==> src/rtl/rgmii_egress_arbiter.sv <==
// Frame-level arbiter sharing one RGMII byte shipper among NUM_PORTS egress queues.
// Define RGMII_EGRESS_ARBITER_STRICT_PRIORITY_EN for fixed lowest-index-wins arbitration.
module rgmii_egress_arbiter #(
    parameter int NUM_PORTS       = 4,
    parameter int HOLDOFF_CYCLES  = 8,
    parameter int MAX_FRAME_BYTES = 1536
) (
    input  logic                   clock,
    input  logic                   reset_n,
    input  logic [NUM_PORTS*9-1:0] request_data,
    input  logic [NUM_PORTS-1:0]   request_data_enable,
    input  logic [NUM_PORTS-1:0]   request_last,
    output logic [NUM_PORTS-1:0]   request_data_ready,
    output logic [8:0]             ship_data,
    output logic                   ship_data_enable,
    input  logic                   ship_data_ready,
    output logic [2:0]             grant,
    output logic                   grant_valid,
    output logic                   frame_error
);
    // state     | meaning
    // S_IDLE    | searching for a port presenting a start byte
    // S_FORWARD | granted port's frame streams to the shipper
    // S_HOLDOFF | enforced gap so the shipper closes the frame
    typedef enum logic [1:0] {S_IDLE, S_FORWARD, S_HOLDOFF} state_t;

    localparam logic [15:0] MAX_COUNT = 16'(MAX_FRAME_BYTES);
    localparam logic [7:0]  HOLD_LOAD = 8'(HOLDOFF_CYCLES - 1);

    state_t      state, state_next;
    logic [2:0]  grant_next, rr_pointer, rr_next, pick;
    logic        grant_valid_next, frame_error_next, found;
    logic [15:0] byte_count, count_next, count_inc;
    logic [7:0]  holdoff_count, holdoff_next;
    logic [8:0]  cur_byte;
    logic        cur_en, cur_last;
    logic [NUM_PORTS-1:0] candidate;
    int          idx;

    always_ff @(posedge clock) begin
        if (!reset_n) begin
            state         <= S_IDLE;
            grant         <= 3'd0;
            grant_valid   <= 1'b0;
            frame_error   <= 1'b0;
            rr_pointer    <= 3'(NUM_PORTS - 1);
            byte_count    <= 16'd0;
            holdoff_count <= 8'd0;
        end else begin
            state         <= state_next;
            grant         <= grant_next;
            grant_valid   <= grant_valid_next;
            frame_error   <= frame_error_next;
            rr_pointer    <= rr_next;
            byte_count    <= count_next;
            holdoff_count <= holdoff_next;
        end
    end

    always_comb begin
        state_next         = state;
        grant_next         = grant;
        grant_valid_next   = grant_valid;
        frame_error_next   = 1'b0;
        rr_next            = rr_pointer;
        count_next         = byte_count;
        holdoff_next       = holdoff_count;
        ship_data          = 9'd0;
        ship_data_enable   = 1'b0;
        request_data_ready = '0;
        cur_byte           = 9'd0;
        cur_en             = 1'b0;
        cur_last           = 1'b0;
        found              = 1'b0;
        pick               = 3'd0;
        idx                = 0;
        count_inc          = (byte_count == 16'hFFFF) ? byte_count : byte_count + 16'd1;

        for (int p = 0; p < NUM_PORTS; p++) begin
            candidate[p] = request_data_enable[p] && request_data[p*9+8];
            if (grant == 3'(p)) begin
                cur_byte = request_data[p*9 +: 9];
                cur_en   = request_data_enable[p];
                cur_last = request_last[p];
            end
            // Orphan continuation bytes are discarded so every port resyncs on a start byte.
            if (!(state == S_FORWARD && grant == 3'(p)) &&
                request_data_enable[p] && !request_data[p*9+8])
                request_data_ready[p] = 1'b1;
        end

        case (state)
            S_IDLE: begin
                for (int k = 0; k < NUM_PORTS; k++) begin
`ifdef RGMII_EGRESS_ARBITER_STRICT_PRIORITY_EN
                    idx = k;
`else
                    idx = (int'(rr_pointer) + 1 + k) % NUM_PORTS;
`endif
                    for (int p = 0; p < NUM_PORTS; p++)
                        if (p == idx && !found && candidate[p]) begin
                            found = 1'b1;
                            pick  = 3'(p);
                        end
                end
                if (found) begin
                    grant_next       = pick;
                    grant_valid_next = 1'b1;
`ifndef RGMII_EGRESS_ARBITER_STRICT_PRIORITY_EN
                    rr_next          = pick;
`endif
                    count_next       = 16'd0;
                    state_next       = S_FORWARD;
                end
            end
            S_FORWARD: begin
                if (cur_en && cur_byte[8] && byte_count != 16'd0) begin
                    // Nested start: leave it queued, it opens the port's next frame.
                    frame_error_next = 1'b1;
                    grant_valid_next = 1'b0;
                    holdoff_next     = HOLD_LOAD;
                    state_next       = S_HOLDOFF;
                end else if (cur_en) begin
                    ship_data_enable = 1'b1;
                    ship_data        = cur_byte;
                    if (ship_data_ready) begin
                        for (int p = 0; p < NUM_PORTS; p++)
                            if (grant == 3'(p)) request_data_ready[p] = 1'b1;
                        count_next = count_inc;
                        if (cur_last || count_inc == MAX_COUNT) begin
                            frame_error_next = !cur_last;
                            grant_valid_next = 1'b0;
                            holdoff_next     = HOLD_LOAD;
                            state_next       = S_HOLDOFF;
                        end
                    end
                end
            end
            S_HOLDOFF: begin
                if (holdoff_count == 8'd0) state_next = S_IDLE;
                else holdoff_next = holdoff_count - 8'd1;
            end
            default: state_next = S_IDLE;
        endcase

        if (!reset_n) begin
            ship_data          = 9'd0;
            ship_data_enable   = 1'b0;
            request_data_ready = '0;
        end
    end
endmodule

==> config.mk <==
export PLATFORM = sky130hd
export DESIGN_NAME = rgmii_egress_arbiter
export DESIGN_NICKNAME = d
export VERILOG_FILES = /design/src/rtl/rgmii_egress_arbiter.sv
export SDC_FILE = /design/constraint.sdc
export NUM_CORES = 1
export LEC_CHECK = 0
export BUFFER_PORTS_ARGS = -buffer_cell sky130_fd_sc_hd__buf_2
export CORE_ASPECT_RATIO = 1.2
export CORE_MARGIN = 2
export CORE_UTILIZATION = 50
export DETAILED_ROUTE_END_ITERATION = 8
export GPL_ROUTABILITY_DRIVEN = 1
export PLACE_DENSITY = 0.79
export SYNTH_ARGS = -nofsm -noshare
export SYNTH_HDL_FRONTEND = slang
export SYNTH_SLANG_ARGS = --single-unit
==> constraint.sdc <==
create_clock -name clock -period 6.9 [get_ports clock]
set_input_delay 0.69 -clock clock [delete_from_list [all_inputs] [get_ports clock]]
set_output_delay 0.69 -clock clock [all_outputs]
set_load 0.05 [all_outputs]
==> impl_metrics.yaml, run 1 <==
logic_synthesis:
  syn_area_per_cell_sq_um: 7.997
  synth_nets: 370
  synthFlopType: "dfxtp_1"
  synth_cell_types: 56
  synthesis.yosys.warnings: 0
  syn_inst: 319
  yosys_register_bits: 32
  yosysTopAreaCellShare: 0.2511
  synthTopCellsByCount: "32 x dfxtp_1, 28 x nand2_1, 26 x a21oi_1"
  synth-edff-count: 0
  synth.area.top_cells: "dfxtp_1 25%, mux4_2 9.7%, a21oi_1 5.1%"
  synth_top_cell_by_area: "dfxtp_1"
  async_flop_share: 0
  syn_area_sq_um: 2551
  ys_seq_area_frac: 0.2511
  synth_most_common_cell: "dfxtp_1"
run_status:
  status: "complete, no violations"
critical_path:
  regToRegStartpoint: "byte_count[3]$_SDFFE_PN0P_"
  critPathMaxStageDelay_ps: 870
  end_kind: "primary output"
  critPathBufInv: 1
  start_kind: "flip-flop"
  worstSetupPathType: "reg2out"
  critPathMaxFanout: 16
  path_cells: "mux4_2 -> and3_1 -> o21ai_1 -> nor3_1 -> o21a_1 -> buf_2"
  crit_start: "grant[0]$_SDFFE_PN0P_"
  cp_top_family: "flip-flops"
  crit_slowest_cell: "dfxtp_1"
  arrival_ps: 2900
  critPathRequiredTime_ps: 6210
global_routing:
  overflow: 0
  grt_pass1_wl_microns: 11050
  gr-usage-all-layers: 0.2368
  grt_pass1_vias: 2393
  grt_start_max_net_pins: 25
  grt_antenna_before_repair: 0
sta:
  drv_slew: 0
  whs_ps: 463.3
  setup_viol: 0
  skew_ps: 3.991
  finalCriticalPeriod_ps: 3593
  fmax_ghz: 0.2783
  worst_pin_slew_ps: 969.4
  fin_setup_tns_ps: 0
  final.period_utilization: 0.5208
  slew_headroom: 0.3537
  rsz0062_at_grt: "no"
  finalHoldViolCount: 0
finish:
  fillers: 453
  multiInputGateArea_sq_um: 1739
  layout-drive-gt1-share: 0.2527
  regArea_sq_um: 640.6
  antenna_cells: 0
  fin_util: 0.5965
  fin_cells: 428
  area_delta_synth_final_pct: 15.50
  final_nets: 418
clock_tree:
  cts.repair.resized: 0
  post_cts_buffers: 0
  clock-root-buffer: "clkbuf_8"
  h-tree-depth: 2
  cts_tree: "yes"
  cts_sinks: 32
  cts_max_path_buffers: 2
  holdBufCountCts: 0
  path_clk_slew_ps: 70
  insertion_delay_ps: 290
  cts_buffers: 5
detailed_routing:
  ant_nets: 0
  viasPerCell: 6.266
  wl_per_cell_microns: 15.75
  vias: 2682
  drt_first_pass_iters: 4
  drt_iter0_drc: 160
  drc: 0
  wirelength_microns: 6739
pwr:
  p_leak_nw: 1.144
  power_density_nw_per_um2: 188.5
  irDropWorstVdd_mv: 0.1173
  finalPower_mw: 0.5555
floorplan:
  die_x_microns: 69.21
  core_sq_um: 4940
  die_area_sq_um: 5692
  die_y_microns: 82.25
  start_util: 0.5165
  fp-row-count: 28
  ioPinCount: 66
hold_path:
  holdCritPathClass: "reg2reg"
  worstHoldStart: "grant_valid$_SDFFE_PN0P_"
flow_run:
  drv_cap: 0
placement:
  hpwl_microns: 4985
  io_buffers: 64
  placed_cells: 420
  gp_congestion: 0.8767
layout make-up:
type	instances	share of cell area
timing repair buffer	64	0.1087
clock inverter	3	0.01444
tap	60	0.02548
multi-input combinational	248	0.5902
sequential	32	0.2174
clock buffer	5	0.02335
inverter	16	0.02038
worst reg2reg max path, stage by stage (launching register included):
cell,delay [ps]
dfxtp_1,520
nand4_1,380
nor4_1,790
xnor2_1,200
nand3b_1,130
or4_4,700
a2111oi_4,370
mux2i_1,200
stage by stage:
stage	setup slack, ps	instance area, sq um
floorplan	3679	2551
global placement	3678	2835
detailed placement	3613	2835
CTS	3278	2947
global route	3031	2947
finish	3307	2947
layout by cell type, fill, tap and decap left out, drive strengths merged, types with 5 or more instances in the layout:
cell    Yosys  routed
buf        12      64
dfxtp      32      32
mux4       11      11
inv        16      16
a31oi       5       5
nor3       12      12
a311oi     11      11
mux2i       9       9
nand3      15      15
nand4       7       7
a21oi      27      27
or3         6       6
nor2       19      19
nor2b      10      10
clkbuf     11       5
nand2      29      29
a211oi      7       7
nor4       10      10
nand3b      7       7
and2        5       5
o21ai      17      17
metal layers:
layer | GRT usage | vias to the layer above | share of wire
met5 | 0 | - | 0
met3 | 0.06432 | 14 | 0.088
li1 | - | 1298 | -
met1 | 0.2786 | 1243 | 0.41
met4 | 0.06863 | 0 | 0.015
met2 | 0.4269 | 127 | 0.49
state kept, by name, summed over array words and instances (netlist names):
register,count
byte_count,16
holdoff_count,8
grant,2
rr_pointer,2
state,2
frame_error,1
grant_valid,1
where the power goes:
part | total (mW) | switching, mW | internal (mW)
Sequential | 0.213 | 0.0183 | 0.194
Clock | 0.182 | 0.0749 | 0.107
Combinational | 0.161 | 0.0960 | 0.0652
Total | 0.556 | 0.189 | 0.366
cells by family after synthesis:
logic type,synth area share
AOI/OAI and AO/OA,0.2310
xor gates and xnor gates,0.006867
adders and majority gates,0.01962
buffers and inverters,0.06718
DFF,0.2511
muxes,0.1324
other,0.001470
and+or+nand+nor,0.2903
final timing paths:
| check | cells past startpoint | endpoint | slack, ps |
|---|---|---|---|
| max | 6 | request_data_ready[1] | 3310 |
| min | 2 | grant_valid$_SDFFE_PN0P_ | 460 |
| max reg2reg | 7 | holdoff_count[3]$_SDFFE_PN0P_ | 3550 |
| min reg2reg | 2 | grant_valid$_SDFFE_PN0P_ | 460 |
(Power assumes the default switching activity.)
==> run 2: changes to the inputs <==
--- a/config.mk
+++ b/config.mk
@@ -5,13 +5,14 @@
 export SDC_FILE = /design/constraint.sdc
 export NUM_CORES = 1
 export LEC_CHECK = 0
+export ABC_AREA = 1
 export BUFFER_PORTS_ARGS = -buffer_cell sky130_fd_sc_hd__buf_2
 export CORE_ASPECT_RATIO = 1.2
 export CORE_MARGIN = 2
 export CORE_UTILIZATION = 50
 export DETAILED_ROUTE_END_ITERATION = 8
 export GPL_ROUTABILITY_DRIVEN = 1
-export PLACE_DENSITY = 0.79
+export PLACE_DENSITY = 0.81
 export SYNTH_ARGS = -nofsm -noshare
 export SYNTH_HDL_FRONTEND = slang
 export SYNTH_SLANG_ARGS = --single-unit
==> constraint.sdc (replaced) <==
create_clock -name clock -period 3.2 [get_ports clock]
set_input_delay 0.32 -clock clock [delete_from_list [all_inputs] [get_ports clock]]
set_output_delay 0.32 -clock clock [all_outputs]
set_load 0.05 [all_outputs]
==> run 2 against run 1 <==
Net effect:
- clock power increased by 120%
- core utilization about the same
- worst hold slack got worse by 49 ps
- via count increased by 29%
- cell count increased by 45%
- die area increased by 12%
- largest power group is now combinational cells
- count of clock-buffer cells in the layout unchanged
- register-to-register slack got worse by 2900 ps
==> impl_metrics.yaml, run 2 <==
floorplan:
  die_x_microns: 73.21
  fp-row-count: 30
  core_sq_um: 5593
  die_y_microns: 87.05
  start_util: 0.5139
  die_area_sq_um: 6373
  ioPinCount: 66
sta:
  rsz0062_at_grt: "no"
  drv_slew: 0
  whs_ps: 414.6
  skew_ps: 5.849
  finalHoldViolCount: 0
  fin_setup_tns_ps: 0
  setup_viol: 0
  finalCriticalPeriod_ps: 2951
  fmax_ghz: 0.3389
  final.period_utilization: 0.9222
clock_tree:
  post_cts_buffers: 0
  insertion_delay_ps: 280
  cts_tree: "yes"
  clock-root-buffer: "clkbuf_8"
  cts_sinks: 32
  cts.repair.resized: 0
  holdBufCountCts: 0
  path_clk_slew_ps: 70
  cts_max_path_buffers: 2
  cts_buffers: 5
  h-tree-depth: 2
hold_path:
  holdCritPathClass: "in2reg"
  worstHoldStart: "ship_data_ready"
pwr:
  intPower_mw: 1.527
  p_leak_nw: 1.640
  irDropWorstVdd_mv: 0.5422
  swShare: 0.5304
  switchingPower_mw: 1.724
  power.share.sequential: 0.240
  finalPower_mw: 3.251
  clock_power_share: 0.121
  power_frac_comb: 0.639
  power_density_nw_per_um2: 975.0
global_routing:
  gr-usage-all-layers: 0.2426
  grt_antenna_before_repair: 0
  grt_util_met3: 0.03472
  grt_pass1_vias: 3012
  use_met2: 0.4570
  grt_pass1_wl_microns: 12660
  grt_start_max_net_pins: 34
  busiest_layer: "met2"
  grtUsageMet1: 0.2720
  overflow: 0
finish:
  final_cell_mix: "127 x nand2_1, 79 x nor2_1, 64 x buf_2, 52 x inv_1, 48 x a21oi_1"
  final_nets: 606
  final_common_cell: "nand2_1"
  postLayoutCellArea_sq_um: 3334
  largest_register_ffs: 16
  reg_top3: "byte_count (16), holdoff_count (8)"
  regMostFlops: "byte_count"
  area_delta_synth_final_pct: 16.02
  fin_util: 0.5962
  antenna_cells: 0
  layout-drive-gt1-share: 0.1763
detailed_routing:
  drt_first_pass_iters: 5
  wl_per_cell_microns: 12.57
  viasPerCell: 5.574
  drt_iter0_drc: 194
  drc: 0
  vias: 3456
  wirelength_microns: 7794
  ant_nets: 0
logic_synthesis:
  yosys_register_bits: 32
  synth_most_common_cell: "nand2_1"
  synth-edff-count: 0
  async_flop_share: 0
  synth_top_cell_by_area: "dfxtp_1"
  synthTopCellsByCount: "127 x nand2_1, 79 x nor2_1, 52 x inv_1"
  synthFlopType: "dfxtp_1"
  synth_nets: 547
  syn_area_per_cell_sq_um: 5.794
  yosysTopAreaCellShare: 0.2229
  ys_seq_area_frac: 0.2229
  synthesis.yosys.warnings: 0
  synth.area.top_cells: "dfxtp_1 22%, nand2_1 17%, nor2_1 10%"
  synth_cell_types: 39
  syn_inst: 496
  syn_area_sq_um: 2874
critical_path:
  regToRegStartpoint: "rr_pointer[1]$_SDFFE_PN1P_"
  critPathRequiredTime_ps: 2880
  crit_start: "grant[0]$_SDFFE_PN0P_"
  start_kind: "flip-flop"
  end_kind: "primary output"
  critPathMaxFanout: 9
  worstSetupPathType: "reg2out"
  arrival_ps: 2630
run_status:
  status: "complete, no violations"
placement:
  place_area_sq_um: 3223
  io_buffers: 64
  hpwl_microns: 5901
  gp_congestion: 0.9276
flow_run:
  drv_cap: 0
-- run 2: cell count changes after synthesis, moves of 11 or more --
cell	delta
nand2_1	+99
a21oi_1	+22
nor2_1	+60
a311oi_1	-11
inv_1	+37
mux4_2	-11
nand3_1	+32
-- run 2: metal layers --
| metal | vias to the layer above | routed length (microns) |
|---|---|---|
| li1 | 1741 | - |
| met1 | 1576 | 3222 |
| met2 | 117 | 3955 |
| met3 | 22 | 420 |
| met4 | 0 | 195 |
| met5 | - | 0 |
-- run 2: stage by stage --
| step | setup slack (ps) | std cells |
|---|---|---|
| 3_3_place_gp | 608.0 | 612 |
| 6_report | 248.9 | 620 |
| 4_1_cts | 279.1 | 620 |
| 5_1_grt | 41.14 | 620 |
| 3_5_place_dp | 594.4 | 612 |
| 2_1_floorplan | 206.9 | 496 |
-- run 2: area by class of cell --
class                      instances  area (sq um)
fill                             571          2258
sequential                        32         640.6
clock buffer                       5         68.82
clock inverter                     3         42.54
timing repair buffer              68         362.8
tap                               64         80.08
multi-input combinational        391          1921
inverter                          57         219.0
-- run 2: final timing paths --
path | endpoint | slack [ps] | cells past startpoint
hold / removal | frame_error$_SDFF_PN0_ | 410 | 5
setup / recovery | ship_data[6] | 250 | 10
setup reg to reg | rr_pointer[0]$_SDFFE_PN1P_ | 660 | 16
hold reg to reg | holdoff_count[7]$_SDFFE_PN0P_ | 470 | 2
-- run 2: worst max-delay path, cell delays in order (launching register included) --
cell	delay, ps
dfxtp_1	510
clkinv_1	310
nand2_1	300
o221ai_1	200
o21ai_0	150
nand3_1	180
nand2_1	100
inv_1	40
nand2_1	250
nor2_1	100
buf_2	220
-- run 2: kinds of logic (layout without fill, tap and decap cells) --
group	Yosys count	after routing	synth area share
adders and majority gates	4	4	0.01741
AOI/OAI and AO/OA	89	89	0.1759
and+or+nand+nor	287	287	0.4414
xor gates and xnor gates	10	10	0.03048
buffers and inverters	73	133	0.1106
DFF	32	32	0.2229
other	1	1	0.001305
-- run 2: power by group through the flow --
stage / Combinational, mW / Sequential, mW / Clock [mW]
after global placement: 2.00 / 0.775 / 0
after CTS: 2.06 / 0.774 / 0.405
final: 2.08 / 0.779 / 0.395
after global routing: 2.36 / 0.805 / 0.419
after floorplan: 1.65 / 0.780 / 0
after detailed placement: 2.05 / 0.781 / 0
